==> config.mk <==
export PLATFORM = sky130hd
export DESIGN_NAME = spi_master_ctrl
export DESIGN_NICKNAME = d
export VERILOG_FILES = /design/src/rtl/spi_master_ctrl.sv
export SDC_FILE = /design/constraint.sdc
export NUM_CORES = 1
export LEC_CHECK = 0
export BUFFER_PORTS_ARGS = -buffer_cell sky130_fd_sc_hd__buf_2
export CAP_MARGIN = 20
export CELL_PAD_IN_SITES_DETAIL_PLACEMENT = 1
export CELL_PAD_IN_SITES_GLOBAL_PLACEMENT = 1
export CORE_MARGIN = 5
export CORE_UTILIZATION = 35
export DETAILED_ROUTE_END_ITERATION = 7
export PLACE_DENSITY_LB_ADDON = 0.1
export REMOVE_ABC_BUFFERS = 1
export SYNTH_ARGS = -nofsm -noshare
export SYNTH_HDL_FRONTEND = slang
export SYNTH_SLANG_ARGS = --single-unit
==> constraint.sdc <==
create_clock -name clk -period 2.2 [get_ports clk]
set_clock_uncertainty 0.1 [all_clocks]
set_input_delay 0.33 -clock clk [delete_from_list [all_inputs] [get_ports clk]]
set_output_delay 0.33 -clock clk [all_outputs]
set_load 0.02 [all_outputs]
==> src/rtl/spi_master_ctrl.sv <==
// SPI initiator for the 16-bit sensor-register slave: one command at a time,
// MSB-first 16-bit frames, optional in-frame spi_ldb load strobe, 11-bit readback.
module spi_master_ctrl #(
  parameter int CLK_DIV = 4,
  parameter int GAP_CYC = 8
) (
  input  logic        clk,
  input  logic        rst,
  input  logic        cmd_valid,
  output logic        cmd_ready,
  input  logic        cmd_rw,
  input  logic [3:0]  cmd_addr,
  input  logic [10:0] cmd_wdata,
  input  logic [2:0]  cmd_ldb,
  output logic        rsp_valid,
  output logic [10:0] rsp_rdata,
  output logic        busy,
  output logic        spi_sclk,
  output logic        spi_mosi,
  input  logic        spi_miso,
  output logic        spi_csb,
  output logic        spi_ldb
);

  localparam int HW = $clog2(CLK_DIV + 1);
  localparam int GW = $clog2(GAP_CYC + 1);
  localparam logic [HW-1:0] H_LAST = HW'(CLK_DIV - 1);
  localparam logic [GW-1:0] G_LAST = GW'(GAP_CYC - 1);

  typedef enum logic [2:0] {
    S_IDLE = 3'd0,
    S_LEAD = 3'd1,
    S_HI   = 3'd2,
    S_LO   = 3'd3,
    S_GAP  = 3'd4
  } state_t;

  state_t        state_q, state_d;
  logic [HW-1:0] hcnt_q, hcnt_d;
  logic [GW-1:0] gcnt_q, gcnt_d;
  logic [4:0]    bit_q, bit_d;
  logic [15:0]   frame_q, frame_d;
  logic [10:0]   rx_q, rx_d;
  logic          rw_q, rw_d;
  logic [2:0]    ldb_sel_q, ldb_sel_d;
  logic          sclk_q, sclk_d;
  logic          mosi_q, mosi_d;
  logic          csb_q, csb_d;
  logic          ldb_q, ldb_d;
  logic          ready_q, ready_d;
  logic          rsp_valid_q, rsp_valid_d;
  logic [10:0]   rdata_q, rdata_d;

  always_comb begin
    state_d     = state_q;
    hcnt_d      = hcnt_q;
    gcnt_d      = gcnt_q;
    bit_d       = bit_q;
    frame_d     = frame_q;
    rx_d        = rx_q;
    rw_d        = rw_q;
    ldb_sel_d   = ldb_sel_q;
    sclk_d      = sclk_q;
    mosi_d      = mosi_q;
    csb_d       = csb_q;
    ldb_d       = ldb_q;
    ready_d     = ready_q;
    rsp_valid_d = 1'b0;
    rdata_d     = rdata_q;
    case (state_q)
      S_IDLE: begin
        if (cmd_valid) begin
          state_d   = S_LEAD;
          hcnt_d    = '0;
          frame_d   = {cmd_rw, cmd_addr, cmd_rw ? 11'd0 : cmd_wdata};
          rw_d      = cmd_rw;
          // Codes 6..7 are folded to 0 so they can never match a bit position.
          ldb_sel_d = (cmd_ldb >= 3'd1 && cmd_ldb <= 3'd5) ? cmd_ldb : 3'd0;
          rx_d      = '0;
          csb_d     = 1'b0;
          ready_d   = 1'b0;
        end else begin
          ready_d = 1'b1;
        end
      end
      S_LEAD: begin
        if (hcnt_q == H_LAST) begin
          state_d = S_HI;
          hcnt_d  = '0;
          bit_d   = 5'd0;
          sclk_d  = 1'b1;
          mosi_d  = frame_q[15];
          frame_d = {frame_q[14:0], 1'b0};
          ldb_d   = (ldb_sel_q != 3'd1);
        end else begin
          hcnt_d = hcnt_q + HW'(1);
        end
      end
      S_HI: begin
        if (hcnt_q == H_LAST) begin
          state_d = S_LO;
          hcnt_d  = '0;
          sclk_d  = 1'b0;
          rx_d    = {rx_q[9:0], spi_miso};
        end else begin
          hcnt_d = hcnt_q + HW'(1);
        end
      end
      S_LO: begin
        if (hcnt_q == H_LAST) begin
          hcnt_d = '0;
          if (bit_q == 5'd15) begin
            state_d = S_GAP;
            gcnt_d  = '0;
            csb_d   = 1'b1;
            mosi_d  = 1'b0;
            ldb_d   = 1'b1;
            if (rw_q) begin
              rsp_valid_d = 1'b1;
              rdata_d     = rx_q;
            end else begin
              rsp_valid_d = 1'b0;
            end
          end else begin
            state_d = S_HI;
            bit_d   = bit_q + 5'd1;
            sclk_d  = 1'b1;
            mosi_d  = frame_q[15];
            frame_d = {frame_q[14:0], 1'b0};
            // Next bit position is bit_q+2 (bit_q counts from 0).
            ldb_d   = ({2'b00, ldb_sel_q} != (bit_q + 5'd2));
          end
        end else begin
          hcnt_d = hcnt_q + HW'(1);
        end
      end
      S_GAP: begin
        if (gcnt_q == G_LAST) begin
          state_d = S_IDLE;
          gcnt_d  = '0;
          ready_d = 1'b1;
        end else begin
          gcnt_d = gcnt_q + GW'(1);
        end
      end
      default: begin
        state_d = S_IDLE;
        hcnt_d  = '0;
        gcnt_d  = '0;
        bit_d   = 5'd0;
        sclk_d  = 1'b0;
        mosi_d  = 1'b0;
        csb_d   = 1'b1;
        ldb_d   = 1'b1;
        ready_d = 1'b1;
      end
    endcase
  end

  always_ff @(posedge clk) begin
    if (rst) begin
      state_q     <= S_IDLE;
      hcnt_q      <= '0;
      gcnt_q      <= '0;
      bit_q       <= 5'd0;
      frame_q     <= 16'd0;
      rx_q        <= 11'd0;
      rw_q        <= 1'b0;
      ldb_sel_q   <= 3'd0;
      sclk_q      <= 1'b0;
      mosi_q      <= 1'b0;
      csb_q       <= 1'b1;
      ldb_q       <= 1'b1;
      ready_q     <= 1'b1;
      rsp_valid_q <= 1'b0;
      rdata_q     <= 11'd0;
    end else begin
      state_q     <= state_d;
      hcnt_q      <= hcnt_d;
      gcnt_q      <= gcnt_d;
      bit_q       <= bit_d;
      frame_q     <= frame_d;
      rx_q        <= rx_d;
      rw_q        <= rw_d;
      ldb_sel_q   <= ldb_sel_d;
      sclk_q      <= sclk_d;
      mosi_q      <= mosi_d;
      csb_q       <= csb_d;
      ldb_q       <= ldb_d;
      ready_q     <= ready_d;
      rsp_valid_q <= rsp_valid_d;
      rdata_q     <= rdata_d;
    end
  end

  assign cmd_ready = ready_q;
  assign busy      = ~ready_q;
  assign rsp_valid = rsp_valid_q;
  assign rsp_rdata = rdata_q;
  assign spi_sclk  = sclk_q;
  assign spi_mosi  = mosi_q;
  assign spi_csb   = csb_q;
  assign spi_ldb   = ldb_q;

endmodule

==> results_dict.tcl, run 1 <==
set metrics [dict create \
    power.share.sequential 0.472 \
    setup_viol_count_final 0 \
    p_int_w 0.00190 \
    grt_max_degree 33 \
    dieArea_um2 9930 \
    drc 0 \
    grt_pass1_wl_um 12000 \
    cts_buffers 9 \
    synth.avg_cell_area_um2 8.84 \
    synthArstFlopShare 0 \
    area_growth_pct 21.6 \
    crit_required_ns 2.35 \
    status "completed" \
    synthDistinctLibCells 51 \
    clkPwrFrac 0.445 \
    p_switching_w 0.000636 \
    slew_violations 0 \
    worstPathArrival_ns 2.23 \
    cp_max_fo 32 \
    clock.fmax_mhz 480 \
    yosysTopAreaCell "dfxtp_1" \
    ir_worst_vdd_v 0.000315 \
    grt_setup_unrepaired "false" \
    track_usage 0.150 \
    tightest_slew_ns 0.566 \
    hold_viol_final 0 \
    syn_inst 318 \
    clock_sinks 63 \
    ant_nets 0 \
    layout-drive-gt1-share 0.217 \
    io_buffer_count 40 \
    place_congestion 0.796 \
    first_global_vias 2533 \
    drtIter0Drc 70 \
    num_antenna_cells 0 \
    vias_per_cell 5.19 \
    htree_levels 3 \
    p_sw_frac 0.251 \
    cap_violations 0 \
    path_clk_slew_ns 0.07 \
    synth_edf_count 0 \
    yosys-top-cells-area "dfxtp_1 45%, nor2_1 6.0%, a21oi_1 5.2%" \
    ys_seq_area_frac 0.449 \
    synth-seq-cells 63 \
    path_class "register to register" \
    num_rows 32 \
    insertion_delay_ns 0.35 \
    slew_headroom 0.619 \
    mostFrequentLayoutCell "dfxtp_1" \
    post-route-min-period_ns 2.08 \
    crit_path_start_kind "register" \
    overflow 0 \
    routedWlPerCell_um 15.0 \
    fillCellCount 939 \
    fp.dieW_um 99.6 \
    hold_class "primary input to register" \
    finalWirelength_um 7040 \
    synth_top_area_share 0.449 \
    netlist_area_um2 2810 \
    clk_path_buf_depth 2 \
    power_w 0.00254 \
    period_share 0.947 \
    pwr-share-comb 0.083 \
    final_cell_mix "63 x dfxtp_1, 45 x nor2_1, 40 x buf_2" \
    io_pins 41 \
    cts_root_buf "clkbuf_8" \
    nets 391 \
    core_um2 7770 \
    grt_antenna_before_repair 0 \
    hold_slack_ns 0.139 \
    start_util 0.362 \
    dr_total_vias 2438 \
    firstDrtPassIters 4 \
    ys.flop_type "dfxtp_1" \
    p_leak_nw 1.31 \
    p_per_area_nw_per_um2 742 \
    synth_warnings 0 \
    cp-end-kind "register" \
    die_y_um 99.6 \
    cts_tree "built" \
    place_hpwl_um 4920 \
]
-- per-stage QoR --
step / setup TNS [ns] / utilization / cell area [um^2] / cells / worst slack, ns
after floorplan: -0.0520 / - / 2710 / 296 / -0.0104
after global placement: 0 / 0.409 / 3180 / 454 / 0.142
after detailed placement: 0 / 0.409 / 3180 / 454 / 0.0707
after CTS: 0 / 0.438 / 3400 / 470 / 0.0161
after global routing: 0 / 0.440 / 3420 / 470 / 0.00143
final: 0 / 0.440 / 3420 / 470 / 0.116
-- cell families (layout without fill, tap and decap cells) --
kind of cell	Yosys count	in the layout	share of synthesized area
buffers and inverters	28	78	0.0458
xor gates and xnor gates	2	2	0.00623
DFF	63	63	0.449
and+or+nand+nor	127	127	0.237
adders and majority gates	5	5	0.0223
AOI/OAI and AO/OA	79	79	0.190
muxes	14	14	0.0503
-- area by class of cell --
cell class                      count  area [um^2]  share of cell area
Multi-Input combinational cell    227         1440               0.422
Sequential cell                    63         1260               0.369
Timing Repair Buffer               56          345               0.101
Tap cell                          102          128              0.0373
Clock buffer                        9          124              0.0362
Clock inverter                      7         96.3              0.0282
Inverter                            6         22.5             0.00659
-- worst max-delay path: stages, from the launching register on --
cell,delay [ns]
dfxtp_1,0.32
ha_1,0.20
and3_1,0.18
ha_2,0.22
nand4bb_4,0.25
a31oi_4,0.20
buf_12,0.20
nor2_1,0.06
a211oi_1,0.24
-- cells in the mapped netlist (all sizes together) (2+ instances only) --
master / instances
nand4bb: 2
or3b: 2
a31oi: 5
nand4b: 2
xnor2: 2
a211oi: 10
or4: 2
nor4: 2
o21ai: 5
ha: 5
nand2b: 6
a21oi: 29
inv: 6
nand2: 24
nor3b: 11
a22oi: 12
mux2i: 13
a311oi: 5
o31ai: 3
and3: 2
clkbuf: 11
or2: 2
nand3b: 3
and2: 2
nor3: 6
nor2: 46
a22o: 2
nand3: 5
dfxtp: 63
nor2b: 4
buf: 11
o21bai: 3
-- path summary, 6_finish.rpt --
path	cells past startpoint	slack (ns)	to	start
max reg2reg	8	0.12	frame_q[2]	bit_q[0]
max	8	0.12	frame_q[2]	bit_q[0]
min	3	0.14	ldb_sel_q[0]	cmd_ldb[0]
min reg2reg	2	0.36	rw_q	rw_q
-- registers in the layout, indices dropped and copies added, names as in the netlist, 3 cells and up --
signal,flops
frame_q,16
state_q,3
rsp_rdata,11
bit_q,5
hcnt_q,3
gcnt_q,4
rx_q,11
ldb_sel_q,3
-- repair_timing --
item                       in CTS  in global routing
buffers inserted                0                  0
resized for setup               0                  2
setup endpoints to repair       0                 17
hold buffers                    0                  0
-- per-layer routing --
layer  routed length [um]  vias to the layer above  GRT usage  part of all wire
met4                  142                        0     0.0672             0.020
li1                     -                     1228          -                 -
met2                 3310                       33      0.237              0.47
met5                    0                        -          0                 0
met3                  210                       14     0.0323             0.030
met1                 3390                     1163      0.197              0.48
-- power by group through the flow --
stage	registers (W)	logic (W)	clock network, W
final	0.00120	0.000210	0.00113
after global routing	0.00120	0.000239	0.00121
after CTS	0.00120	0.000214	0.00117
after detailed placement	0.00122	0.000213	0
after global placement	0.00122	0.000207	0
after floorplan	0.00122	0.000113	0
No activity file was read; power rests on OpenSTA's default activity.
==> run 2, diff against run 1 <==
--- a/config.mk
+++ b/config.mk
@@ -5,13 +5,13 @@
 export SDC_FILE = /design/constraint.sdc
 export NUM_CORES = 1
 export LEC_CHECK = 0
-export BUFFER_PORTS_ARGS = -buffer_cell sky130_fd_sc_hd__buf_2
 export CAP_MARGIN = 20
 export CELL_PAD_IN_SITES_DETAIL_PLACEMENT = 1
 export CELL_PAD_IN_SITES_GLOBAL_PLACEMENT = 1
 export CORE_MARGIN = 5
 export CORE_UTILIZATION = 35
 export DETAILED_ROUTE_END_ITERATION = 7
+export DONT_BUFFER_PORTS = 1
 export PLACE_DENSITY_LB_ADDON = 0.1
 export REMOVE_ABC_BUFFERS = 1
 export SYNTH_ARGS = -nofsm -noshare
==> constraint.sdc (replaced) <==
create_clock -name clk -period 1.9 [get_ports clk]
set_clock_uncertainty 0.1 [all_clocks]
set_input_delay 0.285 -clock clk [delete_from_list [all_inputs] [get_ports clk]]
set_output_delay 0.285 -clock clk [all_outputs]
set_load 0.02 [all_outputs]
==> run 2 against run 1 <==
  * The flow now finishes with violations (setup timing)
  * Critical path depth stayed put
  * Worst setup slack worse by 0.21 ns
  * Sequential power is 17% higher
  * Register-to-register slack worse by 0.21 ns
  * Clock power is 4% lower
  * First-iteration DRC count is 14% lower
  * Hold slack worse by 0.13 ns
  * Routed wire length is 8.5% higher
  * Largest power group unchanged
  * Non-clock buffer count is 11 lower
  * Total power is 9.3% higher
  * Combinational power is 35% higher
  * Count of clock-buffer cells in the layout stayed put
==> results_dict.tcl, run 2 (same netlist as run 1, synthesis figures left out) <==
set metrics [dict create \
    cap_violations 0 \
    clock_sinks 63 \
    io_pins 41 \
    cpMostUsedCell "ha_4" \
    place_hpwl_um 4680 \
    p_leak_nw 1.31 \
    violations "setup timing" \
    path_clk_slew_ns 0.08 \
    path_cells "ha_4 > and3_4 > ha_4 > nand4bb_4 > a31oi_4 > buf_6 > nor2_2 > a311oi_1" \
    setup_viol_count_final 8 \
    firstDrtPassIters 4 \
    hold_class "primary input to register" \
    min_path_cells 2 \
    drtIter0Drc 60 \
    hold_viol_final 0 \
    drc 0 \
    num_antenna_cells 0 \
    place_congestion 0.786 \
    final_cells 459 \
    fp.dieW_um 99.6 \
    io_buffer_count 0 \
    routedWlPerCell_um 16.6 \
    start_util 0.362 \
    cts_tree "built" \
    period_share 1.05 \
    grt_pass1_wl_um 12400 \
    first_global_vias 2532 \
    mostFrequentLayoutCell "dfxtp_1" \
    pwr-share-comb 0.102 \
    nets 380 \
    largest_reg_flops 16 \
    grt_antenna_before_repair 0 \
    final_cell_mix "60 x dfxtp_1, 39 x nor2_1, 26 x a21oi_1" \
    num_rows 32 \
    place_inst 426 \
    insertion_delay_ns 0.35 \
    grt_setup_unrepaired "true" \
    worstPathArrival_ns 2.14 \
    worst-path-stages 8 \
    dieArea_um2 9930 \
    track_usage 0.157 \
    slowest_delay_ns 0.34 \
    p_switching_w 0.000795 \
    power.share.sequential 0.505 \
    post-route-min-period_ns 1.99 \
    cts_root_buf "clkbuf_8" \
    clk_path_buf_depth 2 \
    area_growth_pct 30.3 \
    place_ws_ns -0.188 \
    slew_violations 0 \
    clock.fmax_mhz 502 \
    cp-end-kind "register" \
    status "finished, violations left" \
    final_area_um2 3660 \
    finalWirelength_um 7640 \
    regMostFlops "frame_q" \
    die_y_um 99.6 \
    worst_path_max_delay_cell "dfxtp_2" \
    core_um2 7770 \
    crit_required_ns 2.05 \
    p_per_area_nw_per_um2 757 \
    clkPwrFrac 0.393 \
    crit_path_start_kind "register" \
    critPathBufInv 1 \
    place_area_um2 3080 \
    grt_max_degree 57 \
    p_sw_frac 0.286 \
    cts_buffers 9 \
    reg2regPathDepth 8 \
    slew_headroom 0.656 \
    ir_worst_vdd_v 0.000388 \
    path_class "register to register" \
    overflow 0 \
    cp_max_fo 8 \
    ant_nets 0 \
    setup_ws_ns -0.0918 \
    layout-drive-gt1-share 0.255 \
    tightest_slew_ns 0.516 \
    dr_total_vias 2441 \
    p_int_w 0.00198 \
    crit_family "compound AO/OA/AOI/OAI gates" \
    vias_per_cell 5.32 \
    htree_levels 3 \
]
-- run 2: cell count changes in the layout (fill, tap and decap cells not counted), sizes merged --
cell	change
inv	+2
clkinvlp	+2
buf	-21
clkinv	-2
dlygate4sd3	+9
bufinv	-2
clkbuf	+1
-- run 2: final cells by class --
| type | count | area (um^2) |
|---|---|---|
| multi-input cells | 227 | 1600 |
| flip-flops and latches | 63 | 1260 |
| well taps | 102 | 128 |
| clock inverters | 7 | 55.1 |
| clock buffers | 9 | 124 |
| repair buffers | 45 | 474 |
| fillers | 900 | 4100 |
| inverters | 6 | 22.5 |
-- run 2: layer usage --
layer	vias up	share of wire	track usage
li1	1215	-	-
met5	-	0	0
met4	0	0.012	0.0515
met3	8	0.038	0.0477
met2	35	0.46	0.250
met1	1183	0.49	0.204
-- run 2: through the flow --
step | hold slack (ns) | total power [W] | util | setup TNS, ns
after floorplan | 0.254 | 0.00155 | - | -8.11
after global placement | 0.263 | 0.00161 | 0.397 | -1.22
after detailed placement | 0.267 | 0.00162 | 0.397 | -2.52
after CTS | 0.00213 | 0.00282 | 0.465 | -0.372
after global routing | 0.00249 | 0.00291 | 0.472 | -2.19
final | 0.0109 | 0.00277 | 0.472 | -0.460
-- run 2: final timing paths --
| kind | startpoint | endpoint | slack [ns] |
|---|---|---|---|
| worst max-delay path | bit_q[1] | frame_q[13] | -0.09 |
| worst min-delay path | cmd_addr[0] | frame_q[11] | 0.01 |
| worst max register to register | bit_q[1] | frame_q[13] | -0.09 |
| worst min register to register | rw_q | rw_q | 0.39 |
-- run 2: worst register-to-register path: stages (launching register included) --
cell and delay, ns:
dfxtp_2 0.34, ha_4 0.15, and3_4 0.18, ha_4 0.16, nand4bb_4 0.20, a31oi_4 0.26
buf_6 0.19, nor2_2 0.05, a311oi_1 0.27
-- run 2: power groups by stage --
stage | Clock, W | Combinational, W | Sequential [W]
after floorplan | 0 | 0.000130 | 0.00142
after global placement | 0 | 0.000188 | 0.00142
after detailed placement | 0 | 0.000191 | 0.00142
after CTS | 0.00113 | 0.000300 | 0.00140
after global routing | 0.00120 | 0.000312 | 0.00141
final | 0.00109 | 0.000284 | 0.00140
-- run 2: timing repair --
item,CTS,global route
hold buffers,9,1
cloned,3,1
endpoints found under the hold margin,56,1
pin swaps,20,10
setup buffers,4,2
resized for setup,29,19
setup endpoints to repair,36,45
==> run 3, diff against run 2 <==
==> constraint.sdc (replaced) <==
create_clock -name clk -period 1.9 [get_ports clk]
set_clock_uncertainty 0.1 [all_clocks]
set_input_delay 0 -clock clk [delete_from_list [all_inputs] [get_ports clk]]
set_output_delay 0 -clock clk [all_outputs]
set_load 0.02 [all_outputs]
==> run 3 against run 2 <==
  * The run still ends with setup timing left
  * Critical path depth grew 1
  * Final cell count grew 2.8%
  * Core utilization grew 1.7 points
  * Routed wire length grew 1.7%
  * First-iteration DRC count shrank 1.7%
  * Final area grew 3.6%
  * Die area is the same
  * Maximum frequency grew 1.3%
  * Total power grew 1.0%
  * Sequential power is essentially flat
  * Worst setup slack gained 0.025 ns
  * Register-to-register slack gained 0.02 ns
==> results_dict.tcl, run 3 (same netlist as run 1, synthesis figures left out) <==
set metrics [dict create \
    status "finished, violations left" \
    violations "setup timing" \
    post-route-min-period_ns 1.97 \
    path_cells "ha_4 > and3_4 > ha_4 > nand4bb_4 > a31oi_4 > buf_6 > buf_16 > nand2b_4 > a21oi_2" \
    slowest_delay_ns 0.34 \
    slew_violations 0 \
    regMostFlops "frame_q" \
    dieArea_um2 9930 \
    place_hpwl_um 4680 \
    final_cells 472 \
    fp.dieW_um 99.6 \
    slew_headroom 0.654 \
    nets 393 \
    first_global_vias 2586 \
    tightest_slew_ns 0.519 \
    mostFrequentLayoutCell "dfxtp_1" \
    io_pins 41 \
    place_inst 426 \
    cpMostUsedCell "ha_4" \
    crit_required_ns 2.04 \
    num_rows 32 \
    grt_antenna_before_repair 0 \
    period_share 1.04 \
    fin_util 0.488 \
    dr_total_vias 2487 \
    p_leak_nw 1.36 \
    crit_path_start_kind "register" \
    grt_setup_unrepaired "true" \
    worstPathArrival_ns 2.10 \
    setup_ws_ns -0.0669 \
    core_um2 7770 \
    drc 0 \
    area_growth_pct 34.9 \
    start_util 0.362 \
    ir_worst_vdd_v 0.000395 \
    cap_violations 0 \
    track_usage 0.160 \
    hold_viol_final 0 \
    largest_reg_flops 16 \
    cts_tree "built" \
    cp_max_fo 8 \
    grt_max_degree 61 \
    ant_nets 0 \
    final_cell_mix "60 x dfxtp_1, 39 x nor2_1, 26 x a21oi_1" \
    clk_path_buf_depth 2 \
    hold_class "primary input to register" \
    path_class "register to register" \
    firstDrtPassIters 4 \
    finalWirelength_um 7770 \
    worst_path_max_delay_cell "dfxtp_2" \
    clock_sinks 63 \
    cts_root_buf "clkbuf_8" \
    die_y_um 99.6 \
    cp-end-kind "register" \
    io_buffer_count 0 \
    clock.fmax_mhz 508 \
    overflow 0 \
    htree_levels 3 \
    power_w 0.00280 \
    layout-drive-gt1-share 0.246 \
    p_per_area_nw_per_um2 739 \
    cts_buffers 9 \
    grt_pass1_wl_um 12700 \
    vias_per_cell 5.27 \
    drtIter0Drc 59 \
    insertion_delay_ns 0.35 \
    setup_viol_count_final 8 \
    place_congestion 0.786 \
    path_clk_slew_ns 0.08 \
    routedWlPerCell_um 16.5 \
    num_antenna_cells 0 \
]
==> run 3: changes by cell type in the layout (fill, tap and decap cells not counted) <==
cell and delta:
dlygate4sd3_1 +13
==> run 3: layout make-up <==
class | instances | area, um^2
clock buffer | 9 | 124
timing repair buffer | 58 | 604
inverter | 6 | 22.5
clock inverter | 7 | 55.1
multi-input combinational | 227 | 1600
fill | 898 | 3970
tap | 102 | 128
sequential | 63 | 1260
==> run 3: critical path: cells and delay by family (launching register included) <==
family	cells	cell delay (ns)
AO/OA/AOI/OAI	2	0.31
flip-flops	1	0.34
AND/OR/NAND/NOR	3	0.50
buffers and inverters	2	0.30
adder cells (fa/ha/maj)	2	0.31
==> run 3: worst paths after layout <==
path / start / end / slack (ns) / depth (start not counted)
hold reg to reg: rw_q / rw_q / 0.39 / 2
hold / removal: cmd_valid / spi_csb / 0.001 / 3
setup / recovery: bit_q[1] / frame_q[0] / -0.07 / 9
setup reg to reg: bit_q[1] / frame_q[0] / -0.07 / 9
==> run 3: stage by stage <==
stage	instance area [um^2]	worst slack [ns]	TNS [ns]	hold WS, ns
after CTS	3750	-0.0427	-0.384	0.0220
after global routing	3790	-0.143	-2.20	0.00676
after detailed placement	3080	-0.188	-2.52	-0.0181
final	3790	-0.0669	-0.400	0.00128
after floorplan	2710	-0.310	-8.11	-0.0309
after global placement	3080	-0.0913	-1.22	-0.0220
==> run 3: per-layer routing <==
metal	track usage	wire, um	vias to the layer above
met5	0	0	-
met4	0.0473	66	0
met3	0.0463	273	6
met2	0.263	3710	31
met1	0.204	3720	1214
li1	-	-	1236
==> run 3: repair_timing <==
action,CTS,global route
endpoints found under the setup margin,36,45
hold endpoints to repair,63,0
gates resized for setup,29,19
cloned,3,1
buffers inserted,4,2
hold buffers,23,0
pin swaps,20,10
==> run 3: power breakdown <==
part	internal (W)	total, W	switching, W
combinational	0.000151	0.000313	0.000162
sequential	0.00136	0.00140	0.0000414
clock	0.000486	0.00109	0.000603
total	0.00200	0.00280	0.000806
